==> src/rtl/mem_access_stage_if.sv <==
// Data-memory request/response bus between the LC-3b MEM stage (master) and data memory (slave).
interface mem_access_stage_if #(
    parameter int WIDTH = 16
);
    logic [WIDTH-1:0] dmem_address;
    logic [WIDTH-1:0] dmem_wdata;
    logic [1:0]       dmem_byte_enable;
    logic             dmem_read;
    logic             dmem_write;
    logic [WIDTH-1:0] dmem_rdata;
    logic             dmem_resp;

    modport master (
        output dmem_address, dmem_wdata, dmem_byte_enable, dmem_read, dmem_write,
        input  dmem_rdata, dmem_resp
    );

    modport slave (
        input  dmem_address, dmem_wdata, dmem_byte_enable, dmem_read, dmem_write,
        output dmem_rdata, dmem_resp
    );
endinterface

==> src/rtl/mem_access_stage.sv <==
// LC-3b MEM stage: performs LDR/LDB/STR/STB/LDI/STI data accesses, retires into MEM/WB,
// publishes the EX/MEM forwarding pair and stalls the front of the pipe while busy.
module mem_access_stage #(
    parameter int WIDTH = 16
) (
    input  logic             clk,
    input  logic             reset,
    input  logic             in_valid,
    input  logic [2:0]       in_mem_op,
    input  logic             in_ld_regfile,
    input  logic [2:0]       in_dest,
    input  logic [WIDTH-1:0] in_alu_out,
    input  logic [WIDTH-1:0] in_store_data,
    input  logic [WIDTH-1:0] in_pc,
    output logic             stall_out,
    output logic             fwd_valid,
    output logic [2:0]       fwd_dest,
    output logic [WIDTH-1:0] fwd_val,
    mem_access_stage_if.master dmem,
    output logic             wb_valid,
    output logic             wb_ld_regfile,
    output logic [2:0]       wb_dest,
    output logic [WIDTH-1:0] wb_data,
    output logic [WIDTH-1:0] wb_pc
);
    localparam logic [2:0] OP_LDR = 3'b001;
    localparam logic [2:0] OP_LDB = 3'b010;
    localparam logic [2:0] OP_STR = 3'b011;
    localparam logic [2:0] OP_STB = 3'b100;
    localparam logic [2:0] OP_LDI = 3'b101;
    localparam logic [2:0] OP_STI = 3'b110;

    typedef enum logic [1:0] {
        ST_IDLE = 2'd0,
        ST_ACC1 = 2'd1,
        ST_ACC2 = 2'd2
    } state_t;

    state_t           state_r;
    logic [2:0]       op_r;
    logic             lsb_r;
    logic [WIDTH-1:0] data_r;
    logic [2:0]       dest_r;
    logic [WIDTH-1:0] pc_r;
    logic             ld_r;
    logic             rd_r;
    logic             wr_r;
    logic [WIDTH-1:0] addr_out_r;
    logic [WIDTH-1:0] wdata_r;
    logic [1:0]       be_r;
    logic             indirect_s;

    function automatic logic is_mem_op(input logic [2:0] op);
        case (op)
            OP_LDR, OP_LDB, OP_STR, OP_STB, OP_LDI, OP_STI: return 1'b1;
            default:                                        return 1'b0;
        endcase
    endfunction

    function automatic logic is_load_op(input logic [2:0] op);
        case (op)
            OP_LDR, OP_LDB, OP_LDI: return 1'b1;
            default:                return 1'b0;
        endcase
    endfunction

    function automatic logic [15:0] word_addr(input logic [15:0] a);
        return {a[15:1], 1'b0};
    endfunction

    function automatic logic [15:0] sext_byte(input logic [7:0] b);
        return {{8{b[7]}}, b};
    endfunction

    // LDB picks the addressed byte; stores retire with zero data.
    function automatic logic [15:0] load_result(input logic [2:0] op, input logic lsb,
                                                input logic [15:0] rdata);
        case (op)
            OP_LDR, OP_LDI: return rdata;
            OP_LDB:         return sext_byte(lsb ? rdata[15:8] : rdata[7:0]);
            default:        return 16'h0000;
        endcase
    endfunction

    assign indirect_s = (op_r == OP_LDI) || (op_r == OP_STI);

    assign dmem.dmem_address     = addr_out_r;
    assign dmem.dmem_wdata       = wdata_r;
    assign dmem.dmem_byte_enable = be_r;
    assign dmem.dmem_read        = rd_r;
    assign dmem.dmem_write       = wr_r;

    assign fwd_valid = in_valid & in_ld_regfile & ~is_load_op(in_mem_op);
    assign fwd_dest  = in_dest;
    assign fwd_val   = in_alu_out;

    // Stall while an access is pending; release in the cycle of the final response.
    always_comb begin
        stall_out = 1'b0;
        case (state_r)
            ST_IDLE: stall_out = in_valid & is_mem_op(in_mem_op);
            ST_ACC1: stall_out = ~(dmem.dmem_resp & ~indirect_s);
            ST_ACC2: stall_out = ~((rd_r | wr_r) & dmem.dmem_resp);
            default: stall_out = 1'b0;
        endcase
    end

    // Access FSM with registered memory request and MEM/WB outputs.
    always_ff @(posedge clk or posedge reset) begin
        if (reset) begin
            state_r       <= ST_IDLE;
            op_r          <= 3'b000;
            lsb_r         <= 1'b0;
            data_r        <= {WIDTH{1'b0}};
            dest_r        <= 3'b000;
            pc_r          <= {WIDTH{1'b0}};
            ld_r          <= 1'b0;
            rd_r          <= 1'b0;
            wr_r          <= 1'b0;
            addr_out_r    <= {WIDTH{1'b0}};
            wdata_r       <= {WIDTH{1'b0}};
            be_r          <= 2'b00;
            wb_valid      <= 1'b0;
            wb_ld_regfile <= 1'b0;
            wb_dest       <= 3'b000;
            wb_data       <= {WIDTH{1'b0}};
            wb_pc         <= {WIDTH{1'b0}};
        end else begin
            wb_valid <= 1'b0;
            case (state_r)
                ST_IDLE: begin
                    if (in_valid && is_mem_op(in_mem_op)) begin
                        op_r    <= in_mem_op;
                        lsb_r   <= in_alu_out[0];
                        data_r  <= in_store_data;
                        dest_r  <= in_dest;
                        pc_r    <= in_pc;
                        ld_r    <= in_ld_regfile;
                        state_r <= ST_ACC1;
                        case (in_mem_op)
                            OP_LDB, OP_STB: begin
                                addr_out_r <= in_alu_out;
                                be_r       <= in_alu_out[0] ? 2'b10 : 2'b01;
                                wdata_r    <= {in_store_data[7:0], in_store_data[7:0]};
                                rd_r       <= (in_mem_op == OP_LDB);
                                wr_r       <= (in_mem_op == OP_STB);
                            end
                            OP_STR: begin
                                addr_out_r <= word_addr(in_alu_out);
                                be_r       <= 2'b11;
                                wdata_r    <= in_store_data;
                                rd_r       <= 1'b0;
                                wr_r       <= 1'b1;
                            end
                            default: begin
                                // LDR, and the pointer fetch of LDI/STI
                                addr_out_r <= word_addr(in_alu_out);
                                be_r       <= 2'b11;
                                wdata_r    <= in_store_data;
                                rd_r       <= 1'b1;
                                wr_r       <= 1'b0;
                            end
                        endcase
                    end else if (in_valid) begin
                        wb_valid      <= 1'b1;
                        wb_ld_regfile <= in_ld_regfile;
                        wb_dest       <= in_dest;
                        wb_data       <= in_alu_out;
                        wb_pc         <= in_pc;
                    end
                end
                ST_ACC1: begin
                    if (dmem.dmem_resp) begin
                        rd_r <= 1'b0;
                        wr_r <= 1'b0;
                        if (indirect_s) begin
                            addr_out_r <= word_addr(dmem.dmem_rdata);
                            be_r       <= 2'b11;
                            wdata_r    <= data_r;
                            state_r    <= ST_ACC2;
                        end else begin
                            wb_valid      <= 1'b1;
                            wb_ld_regfile <= is_load_op(op_r) & ld_r;
                            wb_dest       <= dest_r;
                            wb_data       <= load_result(op_r, lsb_r, dmem.dmem_rdata);
                            wb_pc         <= pc_r;
                            state_r       <= ST_IDLE;
                        end
                    end
                end
                ST_ACC2: begin
                    if (rd_r || wr_r) begin
                        if (dmem.dmem_resp) begin
                            rd_r          <= 1'b0;
                            wr_r          <= 1'b0;
                            wb_valid      <= 1'b1;
                            wb_ld_regfile <= is_load_op(op_r) & ld_r;
                            wb_dest       <= dest_r;
                            wb_data       <= load_result(op_r, lsb_r, dmem.dmem_rdata);
                            wb_pc         <= pc_r;
                            state_r       <= ST_IDLE;
                        end
                    end else begin
                        // Pointer request was dropped for a cycle; issue the second access now.
                        rd_r <= (op_r == OP_LDI);
                        wr_r <= (op_r == OP_STI);
                    end
                end
                default: begin
                    rd_r    <= 1'b0;
                    wr_r    <= 1'b0;
                    state_r <= ST_IDLE;
                end
            endcase
        end
    end
endmodule

==> src/flat_wrapper.sv <==
// flat-port wrapper written by rule: the top's interface ports become plain ports
module mem_access_stage_flat 
#(
    parameter int WIDTH = 16
)
  (clk, reset, in_valid, in_mem_op, in_ld_regfile, in_dest, in_alu_out, in_store_data, in_pc, stall_out, fwd_valid, fwd_dest, fwd_val, wb_valid, wb_ld_regfile, wb_dest, wb_data, wb_pc, dmem_dmem_address, dmem_dmem_wdata, dmem_dmem_byte_enable, dmem_dmem_read, dmem_dmem_write, dmem_dmem_rdata, dmem_dmem_resp);
  mem_access_stage_if #(.WIDTH(WIDTH)) dmem_i ();
  input  logic clk;
  input  logic reset;
  input  logic in_valid;
  input  logic [2:0] in_mem_op;
  input  logic in_ld_regfile;
  input  logic [2:0] in_dest;
  input  logic [WIDTH-1:0] in_alu_out;
  input  logic [WIDTH-1:0] in_store_data;
  input  logic [WIDTH-1:0] in_pc;
  output logic stall_out;
  output logic fwd_valid;
  output logic [2:0] fwd_dest;
  output logic [WIDTH-1:0] fwd_val;
  output logic wb_valid;
  output logic wb_ld_regfile;
  output logic [2:0] wb_dest;
  output logic [WIDTH-1:0] wb_data;
  output logic [WIDTH-1:0] wb_pc;
  output wire logic [$bits(dmem_i.dmem_address)-1:0] dmem_dmem_address;
  output wire logic [$bits(dmem_i.dmem_wdata)-1:0] dmem_dmem_wdata;
  output wire logic [$bits(dmem_i.dmem_byte_enable)-1:0] dmem_dmem_byte_enable;
  output wire logic [$bits(dmem_i.dmem_read)-1:0] dmem_dmem_read;
  output wire logic [$bits(dmem_i.dmem_write)-1:0] dmem_dmem_write;
  input wire logic [$bits(dmem_i.dmem_rdata)-1:0] dmem_dmem_rdata;
  input wire logic [$bits(dmem_i.dmem_resp)-1:0] dmem_dmem_resp;
  assign dmem_dmem_address = dmem_i.dmem_address;
  assign dmem_dmem_wdata = dmem_i.dmem_wdata;
  assign dmem_dmem_byte_enable = dmem_i.dmem_byte_enable;
  assign dmem_dmem_read = dmem_i.dmem_read;
  assign dmem_dmem_write = dmem_i.dmem_write;
  assign dmem_i.dmem_rdata = dmem_dmem_rdata;
  assign dmem_i.dmem_resp = dmem_dmem_resp;
  mem_access_stage #(.WIDTH(WIDTH)) u_core (.clk(clk), .reset(reset), .in_valid(in_valid), .in_mem_op(in_mem_op), .in_ld_regfile(in_ld_regfile), .in_dest(in_dest), .in_alu_out(in_alu_out), .in_store_data(in_store_data), .in_pc(in_pc), .stall_out(stall_out), .fwd_valid(fwd_valid), .fwd_dest(fwd_dest), .fwd_val(fwd_val), .dmem(dmem_i), .wb_valid(wb_valid), .wb_ld_regfile(wb_ld_regfile), .wb_dest(wb_dest), .wb_data(wb_data), .wb_pc(wb_pc));
endmodule
==> config.mk <==
export PLATFORM = sky130hd
export DESIGN_NAME = mem_access_stage_flat
export DESIGN_NICKNAME = d
export VERILOG_FILES = /design/src/rtl/mem_access_stage_if.sv /design/src/rtl/mem_access_stage.sv /design/src/flat_wrapper.sv
export SDC_FILE = /design/constraint.sdc
export NUM_CORES = 1
export LEC_CHECK = 0
export BUFFER_PORTS_ARGS = -buffer_cell sky130_fd_sc_hd__buf_2
export CORE_AREA = 2 2 118 120
export CTS_BUF_LIST = sky130_fd_sc_hd__clkbuf_8
export CTS_CLUSTER_SIZE = 40
export DETAILED_ROUTE_END_ITERATION = 8
export DIE_AREA = 0 0 120 122
export PLACE_DENSITY_LB_ADDON = 0.05
export SYNTH_ARGS = -nofsm -noshare
export SYNTH_HDL_FRONTEND = slang
export SYNTH_SLANG_ARGS = --single-unit
==> constraint.sdc <==
create_clock -name clk -period 5.5 [get_ports clk]
set_input_delay 0.55 -clock clk [delete_from_list [all_inputs] [get_ports clk]]
set_output_delay 0.55 -clock clk [all_outputs]
set_load 0.01 [all_outputs]
==> impl_metrics.csv <==
group,metric,value,unit
synthesis,synth_fp_nets,548,
worst_setup_path,cp.buffers_inverters,3,
detailed_routing,post-route-drc-count,0,
sta,final.setup.worst_slack,2.523,ns
synthesis,post_synth_most_frequent_cells,"sky130_fd_sc_hd__mux2_2, sky130_fd_sc_hd__dfrtp_1, sky130_fd_sc_hd__nor2_1",
synthesis,synth-seq-area-share,49.17,%
worst_setup_path,critPathRequiredTime,4.95,ns
sta,max_slew.worst_pin.slew,1.101,ns
power_and_ir_drop,power.share.clock,18.7,%
layout,fill_cells,1264,
worst_setup_path,reg2reg_setup_slack,2.67,ns
power_and_ir_drop,netSwitchingFraction,35.42,%
clocking,postCtsHoldBufs,0,
global_route,globalRouteTotalUtil,19.63,%
detailed_routing,antenna_left,0,
clocking,clkTransAtPathRegs,0.07,ns
synthesis,post_synth_main_area_contributors,"sky130_fd_sc_hd__dfrtp_1, sky130_fd_sc_hd__mux2_2, sky130_fd_sc_hd__buf_4",
detailed_routing,first_pass_iters,4,
sta,slew-limit-headroom,26.46,%
worst_hold_path,holdCritPathClass,"primary input to async pin",
worst_setup_path,r2r_end,"u_core.wb_pc[7]",
clocking,tritoncts_num_sinks,115,
placed_design,dpl_worst_slack,2.679,ns
sta,final_setup_violation_count,0,
detailed_routing,detail_route.wirelength,14.11,mm
worst_setup_path,critPathMaxFanout,53,
clocking,clk_path_buf_depth,2,
die,design.die.area,0.01464,sq mm
detailed_routing,drt-wirelength-per-cell,17.57,um
detailed_routing,drtIter0Drc,333,
die,die-height,122,um
power_and_ir_drop,internal_power,3.068,mW
die,design.core.area,0.01350,sq mm
worst_setup_path,worstPathCellList,"inv_1, ha_2, buf_4, o21bai_1, o31ai_1, nor3_1, nor2_1, buf_2",
synthesis,yosysUniqueCellTypes,45,
synthesis,post_synth_inst_count,468,
worst_setup_path,crit_path_max_incr_delay,0.52,ns
layout,syn_to_final_growth,21.65,%
global_route,largest_net_degree_at_the_start_of_global_routing,72,
placed_design,port_buffers,168,
detailed_routing,vias,4222,
synthesis,postSynthRegisterBits,115,
clocking,worstSkewPairLatency,0.44,ns
placed_design,place_hpwl,9.386,mm
clocking,cts-buffers-inserted,17,
sta,fin_crit_sh,54.13,%
sta,period_minus_slack,2.977,ns
power_and_ir_drop,comb_power_share,49.0,%
sta,maxClockFrequency,0.3359,GHz
power_and_ir_drop,pwr-share-seq,32.4,%
worst_setup_path,start_kind,"flip-flop",
sta,timing_max_transition_violations_final,0,
power_and_ir_drop,net-switching-power,1.683,mW
die,initial_utilization,43.34,%
power_and_ir_drop,power_per_cell_area,667.2,mW/mm^2
synthesis,syn_area_per_cell,12.51,sq um
synthesis,synthesis.area,0.005853,sq mm
layout,nets,690,
run_status,run_status,"complete, no violations",
worst_setup_path,end_kind,"output port",
global_route,global_route_wire_length_before_repair,21.98,mm
power_and_ir_drop,leakage,3.227,nW
clocking,root_buffer,"sky130_fd_sc_hd__clkbuf_8",
sta,setup-tns-final,0,ns
global_route,global_route.overflow_total,0,
placed_design,routabilityCongestion,0.8037,
worst_setup_path,worstRegToRegCells,8,
sta,rsz_0062_raised_after_global_routing,"no",
power_and_ir_drop,worst_case_vdd_ir_drop,0.2434,mV
clocking,ctsResizeCount,0,
layout,antennaDiodeCount,0,
die,die_w,120,um
synthesis,synth_flop_cell,"sky130_fd_sc_hd__dfrtp_1",
worst_setup_path,cp_slowest_cell,"sky130_fd_sc_hd__buf_4",
die,io-pin-count,169,
global_route,grt_pass1_vias,4199,
flow_run,max-cap-violations,0,
clocking,postCtsSetupRepairBufs,0,
worst_setup_path,worstSetupPathDepth,8,
worst_setup_path,critical_path_at,2.43,ns
sta,hold_ws,0.1813,ns
global_route,grt_antenna_before_repair,0,
worst_setup_path,worst_path_dominant_cell_family,"buffers and inverters",
synthesis,yosys_warning_total,0,
synthesis,share_of_yosys_cell_area_claimed_by_the_top_area_cell_type,49.17,%
clocking,clock_tree.htree_level_count,4,
synthesis,count_of_flip_flops_with_a_built_in_enable_after_synthesis,0,
worst_setup_path,path_class,"flip-flop to output port",
clocking,tritoncts,"built",
synthesis,ys_async_sr_fraction,100.0,%
worst_setup_path,endpoint,"stall_out",
detailed_routing,avgViaCountPerCell,5.258,
sta,final.setup_skew,0.01057,ns
sta,hold_viol,0,
synthesis,yosys.cell_count.top_type,"sky130_fd_sc_hd__mux2_2",
die,num_rows,43,
synthesis,yosysTopAreaCell,"sky130_fd_sc_hd__dfrtp_1",
worst_setup_path,worstReg2RegStart,"u_core.state_r[1]",
layout,drive_gt1_share,58.43,%
worst_setup_path,timing.critical_path.from,"u_core.state_r[1]",
flip-flops by register name, summed over array words and instances (netlist names):
signal	flops
u_core.dmem.dmem_read	1
u_core.dmem.dmem_address	16
u_core.pc_r	16
u_core.data_r	16
u_core.wb_ld_regfile	1
u_core.ld_r	1
u_core.dmem.dmem_wdata	16
u_core.state_r	2
u_core.wb_data	16
u_core.dmem.dmem_byte_enable	2
u_core.op_r	3
u_core.dmem.dmem_write	1
u_core.wb_dest	3
u_core.wb_valid	1
u_core.lsb_r	1
u_core.dest_r	3
u_core.wb_pc	16
through the flow:
step / cell area (sq um) / utilization [%] / power (mW) / std cells
finish: 7121 / 52.73 / 4.751 / 803
global route: 7121 / 52.73 / 5.088 / 803
CTS: 7121 / 52.73 / 4.815 / 803
detailed placement: 6680 / 49.47 / 3.912 / 771
global placement: 6680 / 49.47 / 3.834 / 771
floorplan: 5853 / - / 3.261 / 468
layout by cell type, fill, tap and decap left out, types with 3 or more instances in the layout:
master                      synthesis  routed
sky130_fd_sc_hd__buf_2              6     168
sky130_fd_sc_hd__dfrtp_1          115     115
sky130_fd_sc_hd__nor2_1            24      23
sky130_fd_sc_hd__a31oi_1           16      16
sky130_fd_sc_hd__nand2_1           18      18
sky130_fd_sc_hd__clkbuf_8           0      18
sky130_fd_sc_hd__nand2b_1           3       3
sky130_fd_sc_hd__bufinv_16          0       5
sky130_fd_sc_hd__mux2_2           152     152
sky130_fd_sc_hd__nor2b_1           11      11
sky130_fd_sc_hd__clkinv_2           0       7
sky130_fd_sc_hd__inv_1              7       8
sky130_fd_sc_hd__o21ai_0            9       9
sky130_fd_sc_hd__nor4b_1            9       9
sky130_fd_sc_hd__ha_1               5       3
sky130_fd_sc_hd__buf_4             19       5
sky130_fd_sc_hd__a221o_1            8       8
sky130_fd_sc_hd__a21oi_1            5       5
worst min-delay path by stage:
stage | startpoint | to
after floorplan | u_core.data_r[0] | u_core.data_r[0]
after global placement | u_core.pc_r[11] | u_core.pc_r[11]
after detailed placement | u_core.wb_data[8] | u_core.wb_data[8]
after CTS | reset | u_core.wb_pc[2]
after global routing | reset | u_core.wb_pc[2]
final | reset | u_core.wb_pc[5]
area by class of cell:
type / instances / area, sq um / area share (%)
flip-flops and latches: 115 / 2878 / 40.41
inverters: 7 / 28.78 / 0.4041
well taps: 180 / 225.2 / 3.163
clock inverters: 14 / 192.7 / 2.706
clock buffers: 18 / 247.7 / 3.479
repair buffers: 173 / 878.3 / 12.34
multi-input cells: 296 / 2670 / 37.50
power by group through the flow:
stage                     logic, mW  clock network, mW  registers, mW
after CTS                      2.36              0.911           1.54
after global placement         2.30                  0           1.53
after global routing           2.53              0.961           1.59
final                          2.33              0.886           1.54
after detailed placement       2.36                  0           1.55
after floorplan                1.62                  0           1.64
layer usage:
layer	routed length (um)	vias up	track usage [%]
met3	826	20	5.524
met4	210	0	7.059
li1	-	1954	-
met5	0	-	0
met1	6189	2111	24.93
met2	6885	137	32.14
logic make-up (layout without fill, tap and decap cells):
| family | after synthesis | after routing | synth area share [%] |
|---|---|---|---|
| AO/OA/AOI/OAI | 54 | 54 | 6.905 |
| XOR/XNOR | 2 | 2 | 0.2993 |
| adder cells (fa/ha/maj) | 5 | 5 | 1.069 |
| buffers and inverters | 57 | 212 | 5.515 |
| flip-flops | 115 | 115 | 49.17 |
| multiplexers | 155 | 155 | 29.78 |
| AND/OR/NAND/NOR | 80 | 80 | 7.268 |
Power figures use the tool's default switching activity.
